`src/rtl/mem_refill_arbiter.sv`:
```
// mem_refill_arbiter: central main-memory sequencer for the instruction cache
// (requester 0) and data cache (requester 1). Each grant runs an optional
// dirty-line writeback followed by a line refill, each lasting MEM_LATENCY
// cycles, then pulses the requester's done for one cycle.
// Optional build macro MEM_ARB_ROUND_ROBIN_EN selects round-robin arbitration;
// without it requester 1 has fixed priority over requester 0.
module mem_refill_arbiter #(
  parameter int MEM_LATENCY = 20,
  parameter int ADDR_W      = 32,
  parameter int LINE_W      = 128
) (
  input  logic              clk,
  input  logic              reset,
  input  logic              req0,
  input  logic              req1,
  input  logic              wb0,
  input  logic              wb1,
  input  logic [ADDR_W-1:0] fill_addr0,
  input  logic [ADDR_W-1:0] fill_addr1,
  input  logic [ADDR_W-1:0] wb_addr0,
  input  logic [ADDR_W-1:0] wb_addr1,
  input  logic [LINE_W-1:0] wb_data0,
  input  logic [LINE_W-1:0] wb_data1,
  output logic              done0,
  output logic              done1,
  output logic [LINE_W-1:0] fill_data0,
  output logic [LINE_W-1:0] fill_data1,
  output logic              wait0,
  output logic              wait1,
  output logic              mem_write,
  output logic              mem_read,
  output logic [ADDR_W-1:0] mem_addr,
  output logic [LINE_W-1:0] mem_wdata,
  input  logic [LINE_W-1:0] mem_rdata
);

  localparam int CNT_W = (MEM_LATENCY > 1) ? $clog2(MEM_LATENCY) : 1;
  localparam logic [CNT_W-1:0] CNT_LAST = CNT_W'(MEM_LATENCY - 1);

  typedef enum logic [1:0] {IDLE, WRITEBACK, FILL, RESP} state_t;

  state_t            state;
  state_t            next_state;
  logic [CNT_W-1:0]  count;
  logic              cnt_last;
  logic              any_req;
  logic              sel;
  logic              sel_wb;
  logic [ADDR_W-1:0] sel_fill_addr;
  logic [ADDR_W-1:0] sel_wb_addr;
  logic [LINE_W-1:0] sel_wb_data;
  logic              gnt;
  logic [ADDR_W-1:0] fill_addr_q;

  // Main memory works on whole lines: drop the byte-in-line offset.
  function automatic logic [ADDR_W-1:0] line_align(input logic [ADDR_W-1:0] a);
    return {a[ADDR_W-1:4], 4'b0000};
  endfunction

  assign cnt_last = (count == CNT_LAST);
  assign any_req  = req0 | req1;
  assign wait0    = req0 & ~done0;
  assign wait1    = req1 & ~done1;

`ifdef MEM_ARB_ROUND_ROBIN_EN
  logic last_gnt;

  // On a tie the requester not granted last wins; a lone request always wins.
  always_comb begin
    sel = req1;
    if (req0 && req1) sel = ~last_gnt;
  end

  // Last-grant pointer; reset value 0 lets requester 1 win the first tie.
  always_ff @(posedge clk) begin
    if (reset)                        last_gnt <= 1'b0;
    else if (state == IDLE && any_req) last_gnt <= sel;
  end
`else
  assign sel = req1;
`endif

  assign sel_wb        = sel ? wb1        : wb0;
  assign sel_fill_addr = sel ? fill_addr1 : fill_addr0;
  assign sel_wb_addr   = sel ? wb_addr1   : wb_addr0;
  assign sel_wb_data   = sel ? wb_data1   : wb_data0;

  // State register.
  always_ff @(posedge clk) begin
    if (reset) state <= IDLE;
    else       state <= next_state;
  end

  // Next-state logic: optional writeback, refill, one-cycle response.
  always_comb begin
    next_state = state;
    unique case (state)
      IDLE:      if (any_req) next_state = sel_wb ? WRITEBACK : FILL;
      WRITEBACK: if (cnt_last) next_state = FILL;
      FILL:      if (cnt_last) next_state = RESP;
      RESP:      next_state = IDLE;
      default:   next_state = IDLE;
    endcase
  end

  // Access counter, memory strobes/address/data, refill capture and done pulses.
  always_ff @(posedge clk) begin
    if (reset) begin
      count       <= '0;
      gnt         <= 1'b0;
      fill_addr_q <= '0;
      done0       <= 1'b0;
      done1       <= 1'b0;
      mem_write   <= 1'b0;
      mem_read    <= 1'b0;
      mem_addr    <= '0;
      mem_wdata   <= '0;
      fill_data0  <= '0;
      fill_data1  <= '0;
    end else begin
      done0 <= 1'b0;
      done1 <= 1'b0;
      unique case (state)
        IDLE: begin
          if (any_req) begin
            gnt         <= sel;
            count       <= '0;
            fill_addr_q <= sel_fill_addr;
            mem_wdata   <= sel_wb_data;
            if (sel_wb) begin
              mem_write <= 1'b1;
              mem_addr  <= line_align(sel_wb_addr);
            end else begin
              mem_read  <= 1'b1;
              mem_addr  <= line_align(sel_fill_addr);
            end
          end
        end
        WRITEBACK: begin
          if (cnt_last) begin
            count     <= '0;
            mem_write <= 1'b0;
            mem_read  <= 1'b1;
            mem_addr  <= line_align(fill_addr_q);
          end else begin
            count <= count + 1'b1;
          end
        end
        FILL: begin
          if (cnt_last) begin
            count    <= '0;
            mem_read <= 1'b0;
            if (gnt) begin
              fill_data1 <= mem_rdata;
              done1      <= 1'b1;
            end else begin
              fill_data0 <= mem_rdata;
              done0      <= 1'b1;
            end
          end else begin
            count <= count + 1'b1;
          end
        end
        default: ;
      endcase
    end
  end

endmodule

```
`config.mk`:
```
export PLATFORM = sky130hd
export DESIGN_NAME = mem_refill_arbiter
export DESIGN_NICKNAME = d
export VERILOG_FILES = /design/src/rtl/mem_refill_arbiter.sv
export SDC_FILE = /design/constraint.sdc
export NUM_CORES = 1
export LEC_CHECK = 0
export CAP_MARGIN = 20
export CORE_AREA = 2 2 361 363
export CTS_CLUSTER_SIZE = 24
export DETAILED_ROUTE_END_ITERATION = 16
export DIE_AREA = 0 0 363 365
export PLACE_DENSITY_LB_ADDON = 0.12
export SLEW_MARGIN = 5
export SYNTH_ARGS = -nofsm -noshare
export SYNTH_HDL_FRONTEND = slang
export SYNTH_SLANG_ARGS = --single-unit
```
`constraint.sdc`:
```
create_clock -name clk -period 2.1 [get_ports clk]
set_input_delay 0.525 -clock clk [delete_from_list [all_inputs] [get_ports clk]]
set_output_delay 0.525 -clock clk [all_outputs]
set_load 0.05 [all_outputs]
```
# Yosys cells after proc, flatten, opt, wreduce, memory -nomap -nowiden
# Index checks and enable logic that the tools add are counted.
dict set report totals {
  regBits 460
  elab_cells 70
}
dict set report classes {
  add_sub_neg 1
  eq_ne 9
  mux 26
  n_bitwise 8
  n_reduce_logical 14
}
# cell count
set ops {}
lappend ops {{$mux W32} 5}
lappend ops {{$mux W128} 1}
lappend ops {{$pmux W32 S2} 1}
lappend ops {{$reduce_and A3 Y1} 4}
lappend ops {{$mux W5} 2}
lappend ops {{$ne A2 B2 Y1 const B} 5}
lappend ops {{$pmux W5 S2} 1}
lappend ops {{$mux W1} 9}
lappend ops {{$mux W2} 4}
lappend ops {{$pmux W2 S4} 1}
lappend ops {{$add A5 B1 Y5 const B} 1}
lappend ops {{$eq A5 B5 Y1 const B} 1}
lappend ops {{$not A1 Y1} 5}
lappend ops {{$reduce_and A5 Y1} 1}
lappend ops {{$eq A2 B2 Y1 const B} 2}
lappend ops {{$reduce_and A2 Y1} 2}
lappend ops {{$reduce_and A4 Y1} 1}
lappend ops {{$reduce_bool A2 Y1} 2}
lappend ops {{$pmux W1 S3} 1}
lappend ops {{$reduce_bool A3 Y1} 1}
lappend ops {{$reduce_or A3 Y1} 1}
lappend ops {{$and A1 B1 Y1} 2}
lappend ops {{$eq A2 B1 Y1 const B} 1}
lappend ops {{$logic_not A2 Y1} 1}
lappend ops {{other kinds (3)} 3}

# Depth between registers and ports, before layout
# Gate-level depths: netlist (run 1).
dict set report logic_depth {
  ltp_word 4
  mapped_depth 9
  mapped_depth_nobuf 6
}

# Worst setup path after synthesis (run 1)
# No wires, ideal clock.
dict set report synth_timing {
  path_type {in2out}
  start {in req1}
  end {out wait1}
  arrival_ps 1728
  setup_slack_ps -153
  path_stages 4
  n_path_buf 3
  path_cell_list {buf_4 buf_6 buf_4 nor2b_1}
}
dict set report synth_via {
  elab_chain_len 1
}
# item line
set synth_rtl {}
lappend synth_rtl {{from (decl)} 15} ;# input logic req1,
lappend synth_rtl {{$and A1 B1 Y1} 63} ;# assign wait1 = req1 & ~done1;
lappend synth_rtl {{to (decl)} 29} ;# output logic wait1,
# Every way passes these cells.

# Worst setup path after layout (run 1)
dict set report layout_timing {
  start {reg mem_wdata[35]}
  end {out mem_wdata[35]}
}
# item line
set layout_lines {}
lappend layout_lines {{from (decl)} 33} ;# output logic [LINE_W-1:0] mem_wdata,
lappend layout_lines {{from (signal assigned)} 129} ;# mem_wdata <= sel_wb_data;
# No word-level cell between the ends.

==> out/metrics.cfg, run 1 <==
[detailed_routing]
wire_per_inst_um=20.5
drtIter0Drc=751
wirelength_um=98300
ant_nets=0
dr.pass1.iters=5
viasPerCell=3.83
vias=18366
drc_errors=0

[critical_path]
required_ns=1.57
path_buf_inv=1
worstSetupPathType=reg2out
r2r-start=count[0]
slowest_delay_ns=0.54
cp-startpoint=mem_wdata[35]
crit_family=buffers and inverters
cp.arrival_ns=1.50
end_kind=output port
path_cells=dlygate4sd2_1
crit_path_top_delay_cell=dlygate4sd2_1
crit_path_max_fanout=2
cp-start-kind=flop

[power_and_ir_drop]
power_leakage_nw=12.2
p_total_mw=34.1
power.density_nw_per_um2=1080
ir_drop_v=0.000658

[sta]
fmax_mhz=493
finalMaxSlewViolations=0
finalCritPeriodShare=0.966
final-hold-violation-count=0
final-setup-viol-count=0
finClkSkew_ns=0.0187
relSlewSlack=0.651
period_needed_ns=2.03
worstMarginPinSlew_ns=0.526
grt_setup_unrepaired=false

[global_routing]
grt_start_max_net_pins=43
grt_pass1_wl_um=137000
grt_pass1_vias=18920
grtUsageTotal=0.141
grt_remaining_overflow=0
antenna_found_initial=32

[synth]
synth_edf_count=0
avgSynthCellArea_um2=8.61
synth_common_cells=545 x nand2_1, 452 x dfxtp_1, 259 x a21oi_1, 227 x nor2_1, 213 x mux2i_1
synth-async-reset-ratio=0
synth_area_leaders=dfxtp_1 49%, mux2i_1 12%, nand2_1 11%
yosysTopAreaCell=dfxtp_1
yosysMostFrequentCell=nand2_1
ys_ff_latch=452
ys_warn_count=0
syn-instance-count=2147
yosysUniqueCellTypes=40
yosys_most_used_dff=dfxtp_1
synth_top_cell_area_share=0.490
syn_area_um2=18500
ys_seq_area_frac=0.490

[min_path]
hp-start=reset
min-delay-path-class=in2reg

[clocking]
cts_setup_buffers=0
holdBufCountCts=0
cts_sinks=452
h-tree-depth=2
cts-root-buf=clkbuf_16
clock_tree.buffer_depth=3
insertion_delay_ns=0.64
cts_buffers=59
cts_tree=built
clk_pin_slew_worst_paths_ns=0.06

[placement]
hpwl_um=77100
io_buffers=919
place_congestion=0.774

[final_layout]
fill_cells=14056
drive_above_1_share=0.178
syn_to_final_growth_pct=70.6
multi_input_area_um2=8340
seqCellArea_um2=9050
fin_util=0.245
fin_nets=3590

[floorplanning]
dieArea_um2=132000
core_um2=129000
die_h_um=365
start_util=0.144
io_pins=940
dieWidth_um=363
rows=132

[status]
status=completed

[flow_run]
cap_violations=0

==> through the flow <==
step,hold slack [ns],TNS (ns),setup WS (ns),cells,area (um^2)
floorplan,0.463,0,0.0935,2150,18500
detailed placement,0.446,-6.89,-0.122,4681,29600
finish,0.206,0,0.0716,4801,31500
global route,0.175,0,0.0000988,4799,31500
global placement,0.442,-2.18,-0.0887,4681,29600
CTS,0.126,0,0.000319,4789,31600
==> flip-flops by register name, summed over array words and instances, names as in the netlist <==
name,cells
count,5
done0,1
done1,1
fill_addr_q,28
fill_data0,128
fill_data1,128
gnt,1
mem_addr,28
mem_read,1
mem_wdata,128
mem_write,1
state,2
==> routing by layer <==
metal | share of wire | global-route usage
met2 | 0.50 | 0.249
met4 | 0.025 | 0.0434
met5 | 0.0019 | 0
met1 | 0.37 | 0.148
met3 | 0.10 | 0.0655
==> worst paths after layout <==
check | endpoint | slack, ns | cells past startpoint
max reg2reg | fill_data0[91] | 0.15 | 7
min | mem_write | 0.21 | 2
max | mem_wdata[35] | 0.07 | 1
min reg2reg | fill_data1[35] | 0.45 | 2
==> kinds of logic after synthesis <==
kind of cell | after synthesis | share of synthesized area
other | 1 | 0.000203
multiplexers | 213 | 0.115
flip-flops | 452 | 0.490
AO/OA/AOI/OAI | 487 | 0.162
AND/OR/NAND/NOR | 797 | 0.168
buffers and inverters | 190 | 0.0610
XOR/XNOR | 2 | 0.000948
adder cells (fa/ha/maj) | 5 | 0.00339
==> power by group <==
group	switching, mW	internal [mW]
Sequential	0.777	9.93
Combinational	8.42	4.41
Clock	4.28	6.30
Total	13.5	20.6
==> layout by cell type (no fill, tap or decap), types with 4 or more instances in the layout <==
master,count
nand3_1,4
dlygate4sd2_1,6
dfxtp_1,452
inv_1,4
bufinv_16,5
nor2_1,227
o21ai_0,20
conb_1,4
clkbuf_16,59
a21oi_1,259
nand2b_1,5
o221ai_1,28
o21ai_1,11
clkbuf_1,17
a211oi_1,158
ha_1,4
clkdlybuf4s15_2,40
clkbuf_2,29
buf_4,328
clkbuf_8,15
clkinv_2,8
clkdlybuf4s50_1,496
nand2_1,545
mux2i_1,213
diode_2,12
clkdlybuf4s15_1,90
buf_12,49
==> repair_timing <==
action                                  in CTS  in global routing
pin swaps                                    0                  0
resized for setup                          357                 37
endpoints found under the setup margin     165                 36
hold endpoints to repair                     0                  0
==> final cells by class <==
class                      count  area share
timing repair buffer        1042       0.317
sequential                   452       0.287
multi-input combinational   1508       0.265
tap                         1675      0.0665
clock buffer                  91      0.0554
clock inverter                17     0.00762
antenna                       12    0.000953
inverter                       4    0.000476
No activity file was read; power rests on OpenSTA's default activity.
==> run 2: changes to the inputs <==
--- a/config.mk
+++ b/config.mk
@@ -11,7 +11,6 @@
 export DETAILED_ROUTE_END_ITERATION = 16
 export DIE_AREA = 0 0 363 365
 export PLACE_DENSITY_LB_ADDON = 0.12
-export SLEW_MARGIN = 5
 export SYNTH_ARGS = -nofsm -noshare
 export SYNTH_HDL_FRONTEND = slang
 export SYNTH_SLANG_ARGS = --single-unit
==> results of run 2 <==
No change in the layout: final DEF, timing and power equal those of run 1.
